===== src/rtl/inst_ram_loader_pkg.sv =====
// Shared opcodes, state encoding and widths for the instruction RAM loader.
package inst_ram_loader_pkg;

    localparam logic [7:0]  CMD_SETADDR = 8'hA5;
    localparam logic [7:0]  CMD_WRITE   = 8'h5A;
    localparam logic [7:0]  CMD_READ    = 8'h3C;
    localparam logic [29:0] ADDR_RST    = 30'h0;
    localparam int          IDX_W       = 2;

    typedef enum logic [2:0] {
        IDLE,
        GET_ADDR,
        GET_CNT,
        GET_DATA,
        WRITE,
        RD_REQ,
        RD_WAIT,
        RD_SEND
    } state_t;

endpackage


===== src/rtl/inst_ram_loader_word_pack.sv =====
// Little-endian 4-byte assembler with byte index and last-byte flag.
module inst_ram_loader_word_pack
    import inst_ram_loader_pkg::*;
(
    input  logic             clk,
    input  logic             rst,
    input  logic             clr,
    input  logic             en,
    input  logic [7:0]       byte_in,
    output logic [31:0]      word,
    output logic [IDX_W-1:0] idx,
    output logic             done
);

    always_ff @(posedge clk or posedge rst) begin
        if (rst) begin
            word <= 32'h0;
            idx  <= '0;
        end else if (clr) begin
            idx <= '0;
        end else if (en) begin
            word[{idx, 3'b000} +: 8] <= byte_in;
            idx                      <= idx + 1'b1;
        end
    end

    assign done = en & ~clr & (&idx);

endmodule


===== src/rtl/inst_ram_loader.sv =====
// Host byte-stream loader: programs instruction RAM port B and reads words back.
module inst_ram_loader
    import inst_ram_loader_pkg::*;
(
    input  logic        clk,
    input  logic        rst,
    input  logic [7:0]  rx_data,
    input  logic        rx_valid,
    output logic        rx_ready,
    output logic [7:0]  tx_data,
    output logic        tx_valid,
    input  logic        tx_ready,
    output logic        ram_web,
    output logic [29:0] ram_addrb,
    output logic [31:0] ram_dinb,
    input  logic [31:0] ram_doutb,
    output logic        busy,
    output logic        err_cmd
);

    state_t             state, state_n;
    logic [29:0]        addr, addr_n;
    logic [15:0]        cnt, cnt_n;
    logic [31:0]        rdata, rdata_n;
    logic [IDX_W-1:0]   tidx, tidx_n;
    logic               err_n;
    logic               accept;
    logic               pk_clr, pk_en, pk_done;
    logic [31:0]        pk_word;
    logic [IDX_W-1:0]   pk_idx;
    logic [15:0]        cnt_in;

    assign accept = rx_valid & rx_ready;
    assign cnt_in = {rx_data, pk_word[7:0]};
    assign pk_en  = accept & (state != IDLE);
    // Count uses only two bytes, so the index is rewound before data bytes.
    assign pk_clr = (state == IDLE) |
                    ((state == GET_CNT) & accept & pk_idx[0]);

    inst_ram_loader_word_pack u_pack (
        .clk     (clk),
        .rst     (rst),
        .clr     (pk_clr),
        .en      (pk_en),
        .byte_in (rx_data),
        .word    (pk_word),
        .idx     (pk_idx),
        .done    (pk_done)
    );

    always_ff @(posedge clk or posedge rst) begin
        if (rst) begin
            state   <= IDLE;
            addr    <= ADDR_RST;
            cnt     <= 16'h0;
            rdata   <= 32'h0;
            tidx    <= '0;
            err_cmd <= 1'b0;
        end else begin
            state   <= state_n;
            addr    <= addr_n;
            cnt     <= cnt_n;
            rdata   <= rdata_n;
            tidx    <= tidx_n;
            err_cmd <= err_n;
        end
    end

    always_comb begin
        state_n = state;
        addr_n  = addr;
        cnt_n   = cnt;
        rdata_n = rdata;
        tidx_n  = tidx;
        err_n   = err_cmd;
        unique case (state)
            IDLE: begin
                if (accept) begin
                    case (rx_data)
                        CMD_SETADDR: state_n = GET_ADDR;
                        CMD_WRITE:   state_n = GET_CNT;
                        CMD_READ:    state_n = RD_REQ;
                        default:     err_n   = 1'b1;
                    endcase
                end
            end
            GET_ADDR: begin
                if (pk_done) begin
                    addr_n  = {rx_data, pk_word[23:2]};
                    state_n = IDLE;
                end
            end
            GET_CNT: begin
                if (accept && pk_idx[0]) begin
                    cnt_n   = cnt_in;
                    state_n = (cnt_in == 16'h0) ? IDLE : GET_DATA;
                end
            end
            GET_DATA: begin
                if (pk_done)
                    state_n = WRITE;
            end
            WRITE: begin
                addr_n  = addr + 30'd1;
                cnt_n   = cnt - 16'd1;
                state_n = (cnt == 16'd1) ? IDLE : GET_DATA;
            end
            RD_REQ: begin
                state_n = RD_WAIT;
            end
            RD_WAIT: begin
                rdata_n = ram_doutb;
                addr_n  = addr + 30'd1;
                tidx_n  = '0;
                state_n = RD_SEND;
            end
            RD_SEND: begin
                if (tx_ready) begin
                    tidx_n = tidx + 1'b1;
                    if (&tidx)
                        state_n = IDLE;
                end
            end
            default: state_n = IDLE;
        endcase
    end

    assign rx_ready  = (state == IDLE) | (state == GET_ADDR) |
                       (state == GET_CNT) | (state == GET_DATA);
    assign tx_valid  = (state == RD_SEND);
    assign tx_data   = tx_valid ? rdata[{tidx, 3'b000} +: 8] : 8'h0;
    assign ram_web   = (state == WRITE);
    assign ram_addrb = addr;
    assign ram_dinb  = pk_word;
    assign busy      = (state != IDLE);

endmodule


===== config.mk =====
export PLATFORM = sky130hd
export DESIGN_NAME = inst_ram_loader
export DESIGN_NICKNAME = d
export VERILOG_FILES = /design/src/rtl/inst_ram_loader_pkg.sv /design/src/rtl/inst_ram_loader_word_pack.sv /design/src/rtl/inst_ram_loader.sv
export SDC_FILE = /design/constraint.sdc
export NUM_CORES = 1
export LEC_CHECK = 0
export ABC_AREA = 1
export CORE_ASPECT_RATIO = 0.5
export CORE_MARGIN = 2
export CORE_UTILIZATION = 45
export CTS_CLUSTER_SIZE = 30
export DETAILED_ROUTE_END_ITERATION = 8
export GPL_ROUTABILITY_DRIVEN = 0
export PLACE_DENSITY = 0.78
export SYNTH_ARGS = -nofsm -noshare
export SYNTH_HDL_FRONTEND = slang
export SYNTH_SLANG_ARGS = --single-unit

===== constraint.sdc =====
create_clock -name clk -period 4.2 [get_ports clk]
set_clock_uncertainty 0.1 [all_clocks]
set_input_delay 0.42 -clock clk [delete_from_list [all_inputs] [get_ports clk]]
set_output_delay 0.42 -clock clk [all_outputs]
set_load 0.01 [all_outputs]

---- Word level (Yosys, flattened, before mapping) ----
Cells that the tools add are included.
storage, ports and cells
  register bits after elaboration ......... 118
  logic and storage cells ................. 84
  output and inout port bits .............. 75
cells by class
  multiplexer cells ....................... 20
  shifts and indexed selects .............. 3
  equality and inequality tests ........... 18
  bitwise logic cells ..................... 12
  reductions and logical operators ........ 18
  add/sub/neg operators ................... 5
operators with widths
  kind                                                                     number
  30-bit one-hot mux with 2 select lines                                   1
  32-bit bitwise mux                                                       1
  16-bit one-hot mux with 2 select lines                                   1
  8-bit by 7-bit variable shift with 32-bit output (first input constant)  1
  32-bit by 6-bit indexed part select with 8-bit output                    1
  8-bit by 7-bit indexed part select with 32-bit output                    1
  30-bit by 1-bit adder with 30-bit output (second input constant)         1
  30-bit 2-to-1 mux                                                        1
  3-bit one-hot mux with 8 select lines                                    1
  3-bit 2-to-1 mux                                                         6
  16-bit by 1-bit == test with 1-bit output (second input constant)        1
  16-bit zero test                                                         1
  16-bit 2-to-1 mux                                                        1
  16-bit by 1-bit subtractor with 16-bit output (second input constant)    1
  3-bit == test (second input constant)                                    4
  2-bit AND reduction                                                      6
  2-bit 2-to-1 mux                                                         5
  3-bit one-hot mux with 3 select lines                                    1
  8-bit by 6-bit == test with 1-bit output (second input constant)         1
  8-bit by 7-bit == test with 1-bit output (second input constant)         1
  8-bit == test (second input constant)                                    1
  8-bit 2-to-1 mux                                                         1
  2-bit inequality test (second input constant)                            4
  2-bit nonzero test                                                       4
  other kinds (17)                                                         29

---- Longest topological paths before layout ----
Gate-level depths: netlist (run 1).
  depth in word-level cells ............... 13
  depth in mapped cells ................... 11
  mapped depth without buffers ............ 10

---- Modules after synthesis ----
A second synthesis (run 1) with hierarchy kept.
unflattened totals
  cell total of the unflattened synthesis .. 1038
  area, all modules ....................... 7093.1 um^2
by module, submodules not included
  module                     area an instance (um^2)  cells each  seq. area each (um^2)  instances
  inst_ram_loader            5471.5                   851         2102.0                 1
  inst_ram_loader_word_pack  1621.6                   187         850.8                  1

---- Worst setup path after synthesis (run 1) ----
No wires, ideal clock.
  path type ............................... register to register
  start ................................... register u_pack.idx[0]
  end ..................................... register u_pack.word[5]
  path slack .............................. 2260 ps
  library setup time ...................... 119 ps
  arrival ................................. 1722 ps
  cell stages (with the launch flop) ...... 8
  buffers on the path ..................... 1
  cells stage by stage .................... dfrtp_1 inv_1 ha_1 clkbuf_1 clkinv_1 nand2_1 o31ai_1 o21a_1
on the way
  longest elaborated chain between the ends .. 4
  elaborated cells on any way between the ends .. 8
  those cells by class .................... add/sub (1); shift (2); mux (1); bitwise (3); reduce/logical (1)
ends and longest elaborated chain
  element                                                                   line                             text
  from (decl)                                                               inst_ram_loader_word_pack.sv:11  output logic [IDX_W-1:0] idx,
  from (signal assigned)                                                    inst_ram_loader_word_pack.sv:23  idx <= idx + 1'b1;
  branches (longest 4 deep; another with 5-bit negation with 7-bit output)  n/a
  to (signal, indexed assignment)                                           inst_ram_loader_word_pack.sv:22  word[{idx, 3'b000} +: 8] <= byte_in;
  to (decl)                                                                 inst_ram_loader_word_pack.sv:10  output logic [31:0] word,
Parallel ways; which one is timed is not known.
A chain may end at the register's enable or synchronous reset.

---- Worst setup path in the final report (run 1) ----
  start ................................... register tidx[0]
  end ..................................... output tx_data[3]
on the way
  longest elaborated chain between the ends .. 2
ends and longest elaborated chain
  element                                                line                    text
  from (decl)                                            inst_ram_loader.sv:25   logic [IDX_W-1:0] tidx, tidx_n;
  from (signal assigned)                                 inst_ram_loader.sv:64   tidx <= tidx_n;
  32-bit by 6-bit indexed part select with 8-bit output  inst_ram_loader.sv:131  assign tx_data = tx_valid ? rdata[{tidx, 3'b000} +: 8] : 8'h0;
  8-bit 2-to-1 mux                                       inst_ram_loader.sv:131
  to (decl)                                              inst_ram_loader.sv:10   output logic [7:0] tx_data,
Every way passes these cells.

==> flow_metrics.tcl, run 1 <==
set metrics [dict create \
    hold_path_class "flop to flop" \
    die_y_um 92.6 \
    vias 7057 \
    synthTopCellsByArea "dfrtp_1, nand2_1, nor2_1, inv_1, o21ai_0" \
    setup_tns_ns 0 \
    cp_max_fo 27 \
    cts_tree "built" \
    wl_per_cell_um 15.5 \
    yosysWarnings 0 \
    slowest_delay_ns 0.84 \
    fin_crit_ns 3.00 \
    hold_viol 0 \
    first_pass_iters 6 \
    dieArea_um2 16800 \
    grt_pass1_wl_um 32600 \
    worst_slack_ns 1.20 \
    dieWidth_um 181 \
    cts_buffers 17 \
    postRouteAntennaNets 0 \
    vdd_drop_max_mv 0.349 \
    cts_hold_buf 0 \
    avgViaCountPerCell 5.44 \
    grt_pass1_vias 6604 \
    slowest_stage "dfrtp_1" \
    design.core.area_um2 15400 \
    synthesis.nets 1027 \
    rows 32 \
    clock_latency_ns 0.42 \
    cp.arrival_ns 2.48 \
    post-cts-setup-buffers 0 \
    ys_seq_elements 118 \
    dpl_worst_slack_ns 1.50 \
    synth_top_area_cell "dfrtp_1" \
    drc 0 \
    drive_gt1_frac 0.0786 \
    place_hpwl_um 14400 \
    rsz0062_at_grt "no" \
    grt_start_max_net_pins 68 \
    clk_path_buf_depth 2 \
    synth_ff_type "dfrtp_1" \
    startpoint "tidx[0]$_DFFE_PP0P_" \
    start_util 0.460 \
    first_iter_violations 690 \
    wl_um 20100 \
    ys_async_sr_fraction 1.00 \
    fillers 1375 \
    slew_headroom 0.378 \
    status "completed" \
    worst_pin_slew_ns 0.929 \
    rr_startpoint "state[0]$_DFFE_PP0P_" \
    drv_cap 0 \
    cp-end-kind "output pin" \
    num_antenna_cells 0 \
    start_kind "flop" \
    path_class "flop to output pin" \
    num_io_pins 119 \
    grt_usage 0.245 \
    portBuffers 118 \
    min_from "u_pack.word[26]$_DFFE_PP0P_" \
    synthesis.instances 974 \
    period_share 0.714 \
    synth-seq-area-share 0.418 \
    area_growth_pct 26.2 \
    finalSetupViolations 0 \
    crit_chain "inv_1 -> o21ai_0 -> a21oi_1 -> clkdlybuf4s50_1" \
    hold_slack_ns 0.390 \
    nNetsFinal 1134 \
    syn_area_um2 7070 \
    p_leak_nw 3.90 \
    clk_pin_slew_ns 0.06 \
    clkSinkCount 118 \
    yosysUniqueCellTypes 41 \
    clockRootBuffer "clkbuf_16" \
    synth_edf_count 0 \
    fmax_mhz 334 \
    grt-ovfl-total 0 \
    htree_levels 4 \
    cts.repair.resized 0 \
    yosysTopAreaCellShare 0.418 \
    cp.required_ns 3.68 \
    syn_area_per_cell_um2 7.25 \
    powerDensity_nw_per_um2 657 \
    drv_slew 0 \
    antenna_found_initial 0 \
]
placed cells by master, fill, tap and decap left out, types with 3 or more instances in the layout:
cell type,netlist,routed
nand2_1,278,278
nor2_1,132,132
dfrtp_1,118,118
clkdlybuf4s50_1,0,118
inv_1,104,103
o21ai_0,73,73
nand3_1,72,72
mux2_2,25,25
a21oi_1,23,23
nand4_1,21,21
o21ai_1,20,20
clkbuf_16,0,17
o211ai_1,12,12
nor3_1,9,9
ha_1,9,9
inv_2,6,6
clkinvlp_4,0,5
nor2_4,4,4
nor2_2,4,4
nand2_4,3,3
xor2_1,3,3
o31ai_1,3,3
o21a_1,3,3
clkinv_4,0,3
buf_4,7,3
synth_stat cells, drive strengths merged (2+ instances only):
master,number
nand2,283
nor2,141
dfrtp,118
inv,110
o21ai,93
nand3,75
mux2,25
a21oi,23
nand4,22
buf,21
clkbuf,12
o211ai,12
ha,9
nor3,9
o21a,3
o31ai,3
xor2,3
xnor2,2
flip-flops by register name, summed over array words and instances (netlist names):
register / count
err_cmd: 1
u_pack.idx: 2
rdata: 32
u_pack.word: 32
cnt: 16
state: 3
ram_addrb: 30
tidx: 2
cell families (layout without fill, tap and decap cells):
logic type               Yosys count  in the layout  synth area share
flip-flops                       118            118             0.418
XOR/XNOR                           5              5           0.00620
AO/OA/AOI/OAI                    141            141             0.110
buffers and inverters            144            264            0.0869
adder cells (fa/ha/maj)            9              9            0.0159
multiplexers                      25             25            0.0398
AND/OR/NAND/NOR                  532            532             0.323
metal layers:
| layer | global-route usage | vias to the layer above | part of all wire |
|---|---|---|---|
| met4 | 0.0888 | 0 | 0.020 |
| li1 | - | 3379 | - |
| met2 | 0.392 | 338 | 0.46 |
| met5 | 0 | - | 0 |
| met1 | 0.329 | 3296 | 0.43 |
| met3 | 0.0547 | 44 | 0.082 |
where the power goes:
part	switching (mW)	internal [mW]	total [mW]	leakage [nW]
registers	0.514	1.62	2.13	1.47
clock network	0.580	0.892	1.47	0.275
logic	1.27	0.998	2.26	2.16
final timing paths:
kind	cells past startpoint	slack, ns	to
worst max-delay path	4	1.20	tx_data[3]
worst min-delay path	2	0.39	u_pack.word[26]$_DFFE_PP0P_
worst max register to register	8	1.49	ram_addrb[7]$_DFFE_PP0P_
worst min register to register	2	0.39	u_pack.word[26]$_DFFE_PP0P_
max in group asynchronous	3	2.66	cnt[12]$_DFFE_PP0P_
min in group asynchronous	2	0.43	rdata[24]$_DFFE_PP0P_
metrics by stage:
stage          cells   util  total power, mW  instance area (um^2)
6_report        1298  0.580             5.86                  8920
5_1_grt         1298  0.580             6.24                  8920
4_1_cts         1298  0.580             5.85                  8920
3_5_place_dp    1266  0.542             4.36                  8330
3_3_place_gp    1266  0.542             4.28                  8330
2_1_floorplan    974      -             3.42                  7070
worst max-delay path, delay by kind of cell, from the launching register on:
kind / cells / cell delay (ns)
AO/OA/AOI/OAI: 2 / 0.42
buffers and inverters: 2 / 0.79
flip-flops: 1 / 0.84
cell type report:
| cell class | instances | area (um^2) | share of cell area |
|---|---|---|---|
| multi-input cells | 712 | 3500 | 0.392 |
| flip-flops and latches | 118 | 2950 | 0.331 |
| repair buffers | 121 | 1200 | 0.135 |
| clock buffers | 18 | 439 | 0.0492 |
| inverters | 111 | 419 | 0.0470 |
| well taps | 204 | 255 | 0.0286 |
| clock inverters | 14 | 151 | 0.0170 |
Note: power is estimated with default switching activity, not from simulation.
==> run 2: changes to the inputs <==
- clock period: 4.2 -> 2.8 ns (I/O delays scaled with it)
==> run 2 against run 1 <==
Against the previous run: clock power increased by 54%; setup slack got worse by 1.1 ns; count of clock-buffer cells in the layout unchanged; critical path depth increased by 1; first-iteration DRC count decreased by 0.43%; core utilization increased by 0.49 points; flip-flop and latch count unchanged; design area increased by 0.84%; final cell count increased by 0.46%; non-clock buffer count increased by 6; die area unchanged; total power increased by 50%; critical endpoint is now tx_data[7]; largest power group unchanged.
==> flow_metrics.tcl, run 2 (synthesized netlist as in run 1, its figures left out) <==
set metrics [dict create \
    dieWidth_um 181 \
    rows 32 \
    period_share 0.959 \
    start_kind "flop" \
    clockRootBuffer "clkbuf_16" \
    fillers 1364 \
    rsz0062_at_grt "no" \
    slowest_stage "clkdlybuf4s50_1" \
    layout.cells.most_common_list "nand2_1, nor2_1, clkdlybuf4s50_1" \
    slowest_delay_ns 0.57 \
    setup_tns_ns 0 \
    cts_tree "built" \
    cts_hold_buf 0 \
    p_leak_nw 3.93 \
    worst-path-stages 5 \
    grt-ovfl-total 0 \
    grt_pass1_vias 6580 \
    powerDensity_nw_per_um2 977 \
    die_y_um 92.6 \
    antenna_found_initial 0 \
    cp.buffers_inverters 3 \
    cp.required_ns 2.42 \
    final_common_cell "nand2_1" \
    first_iter_violations 687 \
    num_antenna_cells 0 \
    drc 0 \
    first_pass_iters 5 \
    dieArea_um2 16800 \
    clk_pin_slew_ns 0.06 \
    grt_usage 0.238 \
    crit_chain "inv_2 -> nor2_2 -> inv_1 -> a21oi_1 -> clkdlybuf4s50_1" \
    hold_viol 0 \
    postRouteAntennaNets 0 \
    place_hpwl_um 14200 \
    grt_pass1_wl_um 31900 \
    drv_cap 0 \
    r2r_cells 7 \
    hold_path_class "input port to asynchronous set/reset pin" \
    finalSetupViolations 0 \
    status "completed" \
    slew_headroom 0.610 \
    path_class "flop to output pin" \
    cts_buffers 17 \
    start_util 0.460 \
    wl_um 19400 \
    avgViaCountPerCell 5.33 \
    drive_gt1_frac 0.0836 \
    utilization 0.585 \
    fmax_mhz 372 \
    worst_pin_slew_ns 0.586 \
    design.core.area_um2 15400 \
    drv_slew 0 \
    fin_crit_ns 2.69 \
    wl_per_cell_um 14.9 \
    grt_start_max_net_pins 65 \
    htree_levels 4 \
    num_io_pins 119 \
    portBuffers 118 \
    clkSinkCount 118 \
    clk_path_buf_depth 2 \
    nNetsFinal 1140 \
    area_growth_pct 27.3 \
    crit_family "buffers and inverters" \
    cp-end-kind "output pin" \
    cp.arrival_ns 2.31 \
    vdd_drop_max_mv 0.431 \
    vias 6952 \
    clock_latency_ns 0.41 \
    cp_max_fo 8 \
]
==> run 2: changes by cell type in the layout (fill, tap and decap cells not counted) <==
cell	before	now
dfrtp_2	0	1
inv_4	1	0
clkbuf_1	0	1
buf_4	3	8
buf_12	0	1
clkinvlp_4	5	6
bufinv_16	2	3
clkinv_2	2	1
clkbuf_8	1	0
dfrtp_1	118	117
==> run 2: path summary, 6_finish.rpt <==
kind                                           startpoint                          to  slack (ns)
worst min-delay path                                  rst        rdata[7]$_DFFE_PP0P_        0.17
min in group clk                            ram_doutb[26]       rdata[26]$_DFFE_PP0P_        0.34
worst min register to register        err_cmd$_DFFE_PP0P_         err_cmd$_DFFE_PP0P_        0.39
max in group asynchronous                             rst          cnt[8]$_DFFE_PP0P_        1.70
worst max register to register  u_pack.idx[0]$_DFFE_PP0P_  u_pack.word[7]$_DFFE_PP0P_        0.32
worst max-delay path                 state[2]$_DFFE_PP0P_                  tx_data[7]        0.11
==> run 2: layer usage <==
| layer | GRT usage | routed length (um) |
|---|---|---|
| met5 | 0 | 0 |
| met1 | 0.322 | 8840 |
| met4 | 0.0888 | 366 |
| met2 | 0.384 | 8800 |
| met3 | 0.0452 | 1440 |
==> run 2: layout make-up <==
class                           instances  area (um^2)  share of cell area
Clock buffer                           18          429              0.0477
Clock inverter                         14          176              0.0196
Inverter                              111          420              0.0467
Multi-Input combinational cell        712         3500               0.389
Sequential cell                       118         2950               0.328
Tap cell                              204          255              0.0284
Timing Repair Buffer                  127         1260               0.140
==> run 2: report_power, final <==
group	switching (mW)	leakage (nW)	internal (mW)
logic	1.85	2.19	1.51
registers	0.745	1.47	2.42
clock network	0.851	0.279	1.41
total	3.45	3.93	5.34
==> run 2: repair_timing <==
item,in CTS,in global routing
setup buffers,0,0
setup endpoints to repair,5,0
gates resized for setup,1,0
==> run 2: through the flow <==
stage               instance area (um^2)  worst slack (ns)  total power, mW  hold WS [ns]  instances
CTS                                 8990             0.141             8.79         0.195       1304
finish                              8990             0.114             8.79         0.174       1304
global route                        8990            0.0397             9.39         0.219       1304
detailed placement                  8390             0.398             6.51         0.383       1272
floorplan                           7070             0.860             5.13         0.328        974
global placement                    8390             0.419             6.41         0.378       1272
==> run 3: changes to the inputs <==
- CORE_MARGIN: 2 -> 3
==> run 3 against run 2 <==
Against the previous run: combinational power increased by 2%; setup slack improved by 0.023 ns; register-to-register slack got worse by 0.08 ns; global-route usage increased by 0.42 points; core utilization increased by 1.9 points; total power increased by 1.6%; clock power increased by 3%; routed wire length increased by 5.7%; die area increased by 3.3%; critical path depth unchanged; count of clock-buffer cells in the layout decreased by 1; largest cell class unchanged; largest power group unchanged; highest routed layer unchanged.
==> flow_metrics.tcl, run 3 (synthesized netlist as in run 1, its figures left out) <==
set metrics [dict create \
    dieWidth_um 183 \
    avgViaCountPerCell 5.45 \
    slowest_delay_ns 0.58 \
    cp.buffers_inverters 2 \
    clkSinkCount 118 \
    num_io_pins 119 \
    cp-end-kind "output pin" \
    powerDensity_nw_per_um2 992 \
    rows 31 \
    htree_levels 4 \
    grt-ovfl-total 0 \
    nNetsFinal 1139 \
    start_kind "flop" \
    r2r_end "u_pack.word[6]$_DFFE_PP0P_" \
    layout.cells.most_common_list "nand2_1, nor2_1, clkdlybuf4s50_1" \
    ff2ff_setup_slack_ns 0.24 \
    slew_headroom 0.607 \
    cp_max_fo 8 \
    cp.required_ns 2.42 \
    vdd_drop_max_mv 0.415 \
    grt_usage 0.242 \
    hold_viol 0 \
    grt_start_max_net_pins 76 \
    grt_pass1_wl_um 33700 \
    rr_startpoint "u_pack.idx[0]$_DFFE_PP0P_" \
    first_iter_violations 733 \
    drive_gt1_frac 0.0846 \
    grt_pass1_vias 6770 \
    status "completed" \
    postRouteAntennaNets 0 \
    num_antenna_cells 0 \
    cts_tree "built" \
    clk_pin_slew_ns 0.06 \
    r2r_cells 6 \
    path_class "flop to output pin" \
    wl_per_cell_um 15.8 \
    clock_latency_ns 0.41 \
    drv_slew 0 \
    cts_hold_buf 0 \
    finalSetupViolations 0 \
    fmax_mhz 376 \
    worst_pin_slew_ns 0.590 \
    setup_tns_ns 0 \
    p_leak_nw 3.95 \
    drc 0 \
    first_pass_iters 6 \
    rsz0062_at_grt "no" \
    hold_slack_ns 0.161 \
    crit_chain "nand2_1 -> nor2_2 -> inv_1 -> a21oi_1 -> clkdlybuf4s50_1" \
    cp.arrival_ns 2.28 \
    die_y_um 94.6 \
    post-cts-setup-buffers 0 \
    dieArea_um2 17300 \
    clk_path_buf_depth 2 \
    slowest_stage "clkdlybuf4s50_1" \
    wl_um 20500 \
    clockRootBuffer "clkbuf_16" \
    crit_family "buffers and inverters" \
    period_share 0.951 \
    fin_crit_ns 2.66 \
    area_growth_pct 27.4 \
    place_hpwl_um 14800 \
    antenna_found_initial 0 \
    start_util 0.474 \
    vias 7073 \
    cts_buffers 17 \
    cts.repair.resized 1 \
    design.core.area_um2 14900 \
    hold_path_class "input port to asynchronous set/reset pin" \
    drv_cap 0 \
    portBuffers 118 \
    final_common_cell "nand2_1" \
]
-- run 3: cell count changes in the layout (fill, tap and decap cells not counted) --
cell	before	now
clkbuf_1	1	0
dfrtp_1	117	116
dfrtp_2	1	2
inv_2	6	5
inv_4	0	1
clkinv_2	1	0
nand2_4	3	4
buf_4	8	7
clkinvlp_4	6	4
nand2_2	2	1
inv_6	2	5
inv_8	0	1
-- run 3: how the worst max path moves through the flow --
stage / startpoint / to / slack (ns) / depth (start not counted)
6_report: state[0]$_DFFE_PP0P_ / tx_data[5] / 0.14 / 5
5_1_grt: state[0]$_DFFE_PP0P_ / tx_data[7] / 0.02 / 5
4_1_cts: state[1]$_DFFE_PP0P_ / ram_web / 0.01 / 4
3_5_place_dp: rx_valid / ram_addrb[22]$_DFFE_PP0P_ / 0.28 / 9
3_3_place_gp: rx_valid / ram_addrb[24]$_DFFE_PP0P_ / 0.36 / 9
2_1_floorplan: u_pack.idx[0]$_DFFE_PP0P_ / u_pack.word[5]$_DFFE_PP0P_ / 0.86 / 7
-- run 3: area by class of cell --
class | instances | area, um^2
Inverter | 111 | 423
Tap cell | 198 | 248
Sequential cell | 118 | 2960
Multi-Input combinational cell | 712 | 3500
Fill cell | 1287 | 5890
Timing Repair Buffer | 126 | 1250
Clock buffer | 17 | 425
Clock inverter | 15 | 194
-- run 3: per-stage QoR --
stage	total power, mW	util	setup slack (ns)	cells	cell area (um^2)
floorplan	5.13	-	0.860	974	7070
global placement	6.43	0.562	0.359	1265	8370
detailed placement	6.56	0.562	0.281	1265	8370
CTS	8.90	0.604	0.0138	1297	8990
global route	9.50	0.604	0.0174	1297	9000
finish	8.93	0.604	0.137	1297	9000
-- run 3: routing by layer --
metal,vias up,track usage,part of all wire
met1,3332,0.322,0.43
met4,0,0.0665,0.021
met3,47,0.0512,0.081
li1,3369,-,-
met5,-,0,0
met2,325,0.406,0.47
-- run 3: worst reg2reg max path: stages (launching register included) --
cell,delay [ns]
dfrtp_1,0.50
inv_1,0.19
ha_1,0.64
clkinv_1,0.38
nand2_1,0.35
o31ai_1,0.14
o21a_1,0.14
-- run 3: where the power goes --
part / leakage (nW) / internal, mW / switching [mW]
combinational: 2.19 / 1.51 / 1.91
clock: 0.293 / 1.42 / 0.892
sequential: 1.46 / 2.42 / 0.765
total: 3.95 / 5.36 / 3.57
